**src/rtl/tile_shift_ctrl.sv**
```systemverilog
// Tile pixel shifter with a one-deep ROM fetch buffer and a fetch FSM.
// Optional horizontal flip enabled by defining TILE_SHIFT_FLIP_EN.
module tile_shift_ctrl #(
   parameter int ADDR_W = 12
) (
   input  logic              clk,
   input  logic              rst,
   input  logic              pix_ce,
   input  logic              line_start,
   input  logic [ADDR_W-1:0] tile_base,
   input  logic              hflip,
   output logic              rom_req,
   output logic [ADDR_W-1:0] rom_addr,
   input  logic              rom_ack,
   input  logic [15:0]       rom_data,
   output logic [1:0]        pixel,
   output logic              load,
   output logic              underrun,
   input  logic              underrun_clr
);

   typedef enum logic [1:0] {S_IDLE, S_REQ, S_WAIT_DISCARD} state_t;

   state_t      r_state, w_next;
   logic [2:0]  r_phase;
   logic [7:0]  r_p1, r_p0;
   logic        r_buf_valid;
   logic        r_load;
   logic        r_underrun;
   logic        w_flip;

`ifdef TILE_SHIFT_FLIP_EN
   localparam int BUF_W = 17;
   logic r_flip;
`else
   localparam int BUF_W = 16;
`endif

   logic [BUF_W-1:0] r_buf;
   logic [BUF_W-1:0] w_buf_in;

   logic w_restart, w_load_pt, w_ack_req, w_direct, w_fill, w_enter_req;

   assign w_restart   = pix_ce & line_start;
   assign w_load_pt   = pix_ce & ~line_start & (r_phase == 3'd7);
   assign w_ack_req   = rom_ack & (r_state == S_REQ);
   // Data arriving exactly at an empty load point bypasses the buffer.
   assign w_direct    = w_load_pt & ~r_buf_valid & w_ack_req;
   assign w_fill      = w_ack_req & ~w_restart & ~w_direct;
   assign w_enter_req = (r_state == S_IDLE) & (w_next == S_REQ);

`ifdef TILE_SHIFT_FLIP_EN
   assign w_buf_in = {hflip, rom_data};
   assign w_flip   = r_flip;

   always_ff @(posedge clk) begin
      if (rst)
         r_flip <= 1'b0;
      else if (w_load_pt)
         r_flip <= r_buf_valid ? r_buf[16] : (w_direct ? hflip : 1'b0);
   end
`else
   assign w_buf_in = rom_data;
   assign w_flip   = 1'b0;
`endif

   always_ff @(posedge clk) begin
      if (rst) r_state <= S_IDLE;
      else     r_state <= w_next;
   end

   always_comb begin
      w_next = r_state;
      case (r_state)
         S_IDLE:         if (!r_buf_valid) w_next = S_REQ;
         // An ack coinciding with a restart is consumed and dropped here.
         S_REQ:          if (w_ack_req) w_next = S_IDLE;
                         else if (w_restart) w_next = S_WAIT_DISCARD;
         S_WAIT_DISCARD: if (rom_ack) w_next = S_IDLE;
         default:        w_next = S_IDLE;
      endcase
   end

   always_comb begin
      rom_req = (r_state != S_IDLE);
   end

   always_ff @(posedge clk) begin
      if (rst)
         rom_addr <= '0;
      else if (w_enter_req)
         rom_addr <= tile_base;
   end

   always_ff @(posedge clk) begin
      if (rst) begin
         r_phase     <= 3'd0;
         r_p1        <= 8'd0;
         r_p0        <= 8'd0;
         r_buf       <= '0;
         r_buf_valid <= 1'b0;
         r_load      <= 1'b0;
         r_underrun  <= 1'b0;
      end else begin
         r_load <= w_load_pt;

         if (w_fill)
            r_buf <= w_buf_in;
         if (w_restart || (w_load_pt && r_buf_valid))
            r_buf_valid <= 1'b0;
         else if (w_fill)
            r_buf_valid <= 1'b1;

         if (w_restart)
            r_phase <= 3'd0;
         else if (pix_ce)
            r_phase <= r_phase + 3'd1;

         if (w_load_pt) begin
            if (r_buf_valid)   {r_p1, r_p0} <= r_buf[15:0];
            else if (w_direct) {r_p1, r_p0} <= rom_data;
            else               {r_p1, r_p0} <= 16'd0;
         end else if (pix_ce && !line_start) begin
            if (w_flip) begin
               r_p1 <= {1'b0, r_p1[7:1]};
               r_p0 <= {1'b0, r_p0[7:1]};
            end else begin
               r_p1 <= {r_p1[6:0], 1'b0};
               r_p0 <= {r_p0[6:0], 1'b0};
            end
         end

         // Set takes priority over a coincident clear.
         if (w_load_pt && !r_buf_valid && !w_direct)
            r_underrun <= 1'b1;
         else if (underrun_clr)
            r_underrun <= 1'b0;
      end
   end

   assign pixel    = w_flip ? {r_p1[0], r_p0[0]} : {r_p1[7], r_p0[7]};
   assign load     = r_load;
   assign underrun = r_underrun;

endmodule

```
**config.mk**
```make
export PLATFORM = sky130hd
export DESIGN_NAME = tile_shift_ctrl
export DESIGN_NICKNAME = d
export VERILOG_FILES = /design/src/rtl/tile_shift_ctrl.sv
export SDC_FILE = /design/constraint.sdc
export NUM_CORES = 1
export LEC_CHECK = 0
export ABC_AREA = 0
export BUFFER_PORTS_ARGS = -buffer_cell sky130_fd_sc_hd__buf_2
export CORE_UTILIZATION = 48
export CTS_BUF_LIST = sky130_fd_sc_hd__clkbuf_16
export DETAILED_ROUTE_END_ITERATION = 10
export GPL_TIMING_DRIVEN = 1
export HOLD_SLACK_MARGIN = 0.03
export PLACE_DENSITY = 0.71
export SETUP_SLACK_MARGIN = 0.3
export SYNTH_ARGS = -nofsm -noshare
export SYNTH_HDL_FRONTEND = slang
export SYNTH_SLANG_ARGS = --single-unit
export TNS_END_PERCENT = 10
```
**constraint.sdc**
```tcl
create_clock -name clk -period 1.5 [get_ports clk]
set_input_delay 0.075 -clock clk [delete_from_list [all_inputs] [get_ports clk]]
set_output_delay 0.075 -clock clk [all_outputs]
set_load 0.01 [all_outputs]
```
### Yosys cells after proc, flatten, opt, wreduce, memory -nomap -nowiden

Index checks and enable logic that the tools add are counted.

| cells by class | value |
|---|---|
| reductions and logical operators | 14 |
| bitwise logic cells | 13 |
| mux-type cells | 15 |
| equal/unequal tests | 4 |
| $add $sub $neg | 1 |

Operators by type and width:

| operator | number |
|---|---|
| $mux W8 | 8 |
| $and A1 B1 Y1 | 9 |
| $mux W2 | 4 |
| $pmux W2 S3 | 1 |
| $reduce_bool A2 Y1 | 3 |
| $eq A2 B1 Y1 const B | 2 |
| $logic_and A1 B1 Y1 | 4 |
| $not A1 Y1 | 4 |
| $reduce_or A2 Y1 | 2 |
| $add A3 B1 Y3 const B | 1 |
| $eq A3 B3 Y1 const B | 1 |
| $logic_not A1 Y1 | 3 |
| $eq A2 B2 Y1 const B | 1 |
| $logic_not A2 Y1 | 1 |
| $mux W1 | 2 |
| $logic_or A1 B1 Y1 | 1 |

| word-level totals | value |
|---|---|
| bits of input ports | 35 |
| word-level logic and storage cells | 56 |
| flip-flop bits (word level) | 52 |
| output and inout bits | 17 |

### Longest topological paths before layout

| depth | value |
|---|---|
| depth in word-level cells | 8 |
| depth in mapped cells | 7 |
| mapped depth without buffers | 6 |

### Least setup slack after synthesis

Ideal clock, no wire load.

| timing | value |
|---|---|
| path type | register to register |
| start point | register r_phase[0] |
| end point | register r_buf[10] |
| library setup time | 0.120 ns |
| arrival | 1.457 ns |
| period minus slack after synthesis | 1.576 ns |
| buffers on the path | 1 |
| setup slack | -0.076 ns |
| data required time | 1.380 ns |
| cell stages (with the launch flop) | 8 |
| cell sequence | dfxtp_1 > ha_1 > ha_1 > nor2b_1 > o21ai_2 > nand2_2 > buf_6 > mux2i_1 |

| on the way | value |
|---|---|
| longest elaborated chain between the ends | 6 |

Ends and longest elaborated chain:

| element | line | text |
|---|---|---|
| start: declaration | 25 | `logic [2:0] r_phase;` |
| start signal: assignment | 117 | `r_phase <= r_phase + 3'd1;` |
| $eq A3 B3 Y1 | 45 | `assign w_load_pt = pix_ce & ~line_start & (r_phase == 3'd7);` |
| $and A1 B1 Y1 | 45 |  |
| $and A1 B1 Y1 (2 in series) | 48 | `assign w_direct = w_load_pt & ~r_buf_valid & w_ack_req;` |
| $not A1 Y1 | 49 | `assign w_fill = w_ack_req & ~w_restart & ~w_direct;` |
| $and A1 B1 Y1 | 49 |  |
| end signal: assignment | 108 | `r_buf <= w_buf_in;` |
| end: declaration | 39 | `logic [BUF_W-1:0] r_buf;` |

No other way between the ends.
A chain may end at the register's enable or synchronous reset.

### Worst setup path in the final report

| timing | value |
|---|---|
| start point | register r_phase[1] |
| end point | register r_buf[13] |

Same word-level chain as after synthesis.

==> flow_summary.json <==
{
  "max_cap_violations": 0,
  "reg2reg_from": "r_phase[1]$_SDFFE_PP0P_",
  "synth_area_leaders": "dfxtp_1 44%, nand2b_1 8.2%, mux2i_1 5.9%, nand2_1 4.8%, a21oi_1 4.4%",
  "nNetsFinal": 374,
  "firstDrtPassIters": 4,
  "start_kind": "register",
  "initial_core_util": 0.5004,
  "timing.hold.ws_ns": 0.03823,
  "root_buffer": "clkbuf_16",
  "pin_count": 52,
  "ir_drop_v": 0.0006077,
  "cts_buffer_depth": 2,
  "grt_pass1_vias": 1880,
  "core-area_mm2": 0.004723,
  "setup_viol": 0,
  "setup_ws_ns": 0.05644,
  "grt_pass1_wl_um": 8576,
  "grt_usage": 0.2115,
  "path_class": "reg2reg",
  "status": "finished, final reports clean",
  "clk_latency_ns": 0.29,
  "power.leakage_nw": 1.307,
  "r2r_cells": 7,
  "avgSynthCellArea_um2": 8.533,
  "dp.cells": 385,
  "clk_pin_slew_ns": 0.06,
  "die-area_mm2": 0.005209,
  "fin_tns_setup_ns": 0,
  "numCtsBuffers": 5,
  "place_ws_ns": -0.003095,
  "p_per_area_mw_per_mm2": 994.8,
  "fmax_mhz": 692.7,
  "tightest_slew_ns": 0.4195,
  "vias_per_cell": 5.094,
  "rsz0062_at_grt": "yes",
  "crit_end": "r_buf[13]$_SDFFE_PP0P_",
  "yosys_warnings": 0,
  "route.vias.total": 2058,
  "critPathMaxFanout": 12,
  "yosysTopAreaCellShare": 0.4404,
  "end_kind": "register",
  "seq_area_frac_synth": 0.4404,
  "slew_violations": 0,
  "num_antenna_cells": 0,
  "startpoint": "r_phase[1]$_SDFFE_PP0P_",
  "syn_inst": 277,
  "wl_per_cell_um": 12.93,
  "antenna_found_initial": 0,
  "ys_types": 34,
  "drc_errors": 0,
  "worstHoldPathCells": 3,
  "synth_area_leader_cell": "dfxtp_1",
  "final_layout_size_suffix_gt1_frac": 0.2849,
  "place_hpwl_um": 3225,
  "area_delta_synth_final_pct": 29.12,
  "wl_um": 5222,
  "h-tree-depth": 2,
  "cts_tree": "yes",
  "die_w_um": 72.17,
  "r2r_slack_ns": 0.06,
  "skew_ns": 0.005411,
  "required_ns": 1.67,
  "gp_congestion": 0.7303,
  "final.period_utilization": 0.9624,
  "globalRouteOverflowTotal": 0,
  "final_hold_viol_count": 0,
  "io_buffers": 50,
  "min_from": "tile_base[5]",
  "ys_ff_latch": 52,
  "r2r_end": "r_buf[13]$_SDFFE_PP0P_",
  "num_rows": 25,
  "die_h_um": 72.17,
  "grt_max_degree": 69,
  "antenna_left": 0,
  "fin_cells": 404,
  "synthesis.area_mm2": 0.002364,
  "drt_iter0_drc": 125,
  "min_path_type": "in2reg",
  "worstPathArrival_ns": 1.61,
  "maxSlewHeadroom": 0.7203,
  "synthesis.nets": 314,
  "cts_sinks": 52,
  "min_period_ns": 1.444
}
==> Yosys cell counts <==
cell type and count:
dfxtp_1 52, nand2b_1 31, nand2_1 30, nor2_1 22, a21oi_1 21, o21ai_0 15
mux2i_1 14, a31oi_1 12, inv_1 12, o32ai_1 12, clkbuf_1 11, buf_2 6
buf_4 5, a211oi_1 4, nand4b_1 4, nand3b_1 3, nor3_1 3, a22oi_1 2
ha_1 2, nor2b_1 2, and2_1 1, and3_1 1, and3b_1 1, buf_6 1
nand2_2 1, nand3b_4 1, nor2_2 1, nor2b_2 1, nor3_4 1, o21a_1 1
o21ai_1 1, o21ai_2 1, or2_2 1, or3_1 1
==> stage by stage <==
stage	power [W]	util	cell area, um^2
after global placement	0.001946	0.5823	2750
after floorplan	0.001810	-	2406
after global routing	0.003187	0.6461	3052
after CTS	0.003048	0.6355	3002
final	0.003036	0.6461	3052
after detailed placement	0.001956	0.5823	2750
==> how the worst min path moves through the flow <==
stage / end / slack [ns]
3_3_place_gp: r_state[1]$_SDFF_PP0_ / 0.30
5_1_grt: rom_addr[5]$_SDFFE_PP0P_ / 0.04
2_1_floorplan: r_state[1]$_SDFF_PP0_ / 0.15
4_1_cts: rom_addr[6]$_SDFFE_PP0P_ / 0.04
3_5_place_dp: r_state[1]$_SDFF_PP0_ / 0.29
6_report: rom_addr[5]$_SDFFE_PP0P_ / 0.04
==> cells by family (layout without fill, tap and decap cells) <==
kind of cell / after synthesis / in the layout / synth area share
muxes: 14 / 14 / 0.05929
adders and majority gates: 2 / 2 / 0.01059
buffers and inverters: 35 / 95 / 0.06988
AOI/OAI and AO/OA: 69 / 69 / 0.1805
and+or+nand+nor: 105 / 105 / 0.2393
DFF: 52 / 52 / 0.4404
==> worst max-delay path: stages, from the launching register on <==
cell	delay, ns
dfxtp_2	0.33
ha_4	0.16
ha_4	0.18
nor2b_4	0.13
o21ai_4	0.16
nand2_2	0.09
buf_12	0.16
mux2i_1	0.12
==> area by class of cell <==
cell class | instances | area (um^2)
clock buffers | 5 | 125.1
inverters | 12 | 45.04
flip-flops and latches | 52 | 1046
clock inverters | 2 | 7.507
fillers | 395 | 1672
well taps | 67 | 83.83
repair buffers | 76 | 503.0
multi-input cells | 190 | 1241
==> cells in the final DEF, fill, tap and decap left out, types with 5 or more instances in the layout <==
| master | instances |
|---|---|
| buf_2 | 50 |
| dfxtp_1 | 48 |
| nand2b_1 | 31 |
| nand2_1 | 30 |
| nor2_1 | 22 |
| a21oi_1 | 19 |
| mux2i_1 | 14 |
| inv_1 | 12 |
| a31oi_1 | 12 |
| o32ai_1 | 12 |
| buf_4 | 12 |
| o21ai_1 | 10 |
| dlygate4sd3_1 | 10 |
| o21ai_2 | 5 |
| clkbuf_16 | 5 |
==> report_power, final <==
| part | switching (W) | total, W | internal [W] | leakage [nW] |
|---|---|---|---|---|
| Sequential | 0.0000437 | 0.00151 | 0.00146 | 0.427 |
| Combinational | 0.000242 | 0.000465 | 0.000223 | 0.815 |
| Clock | 0.000467 | 0.00106 | 0.000598 | 0.0648 |
| Total | 0.000753 | 0.00304 | 0.00228 | 1.31 |
==> per-layer routing <==
layer | global-route usage | vias to the layer above | routed length (um)
met1 | 0.2767 | 949 | 2510
met2 | 0.3427 | 31 | 2533
met5 | 0 | - | 0
met3 | 0.05556 | 4 | 146
li1 | - | 1074 | -
met4 | 0.06536 | 0 | 32
==> timing repair <==
| action | CTS | global route |
|---|---|---|
| hold buffers | 10 | 0 |
| endpoints found under the setup margin | 45 | 46 |
| buffers inserted | 1 | 1 |
| pin swaps | 1 | 18 |
| resized for setup | 8 | 21 |
| hold endpoints to repair | 10 | 0 |
==> sequential cells by signal (all words and copies together), names as in the netlist <==
name / flops
load: 1
r_buf: 16
r_buf_valid: 1
r_p0: 8
r_p1: 8
r_phase: 3
r_state: 2
rom_addr: 12
underrun: 1
(Power assumes the default switching activity.)
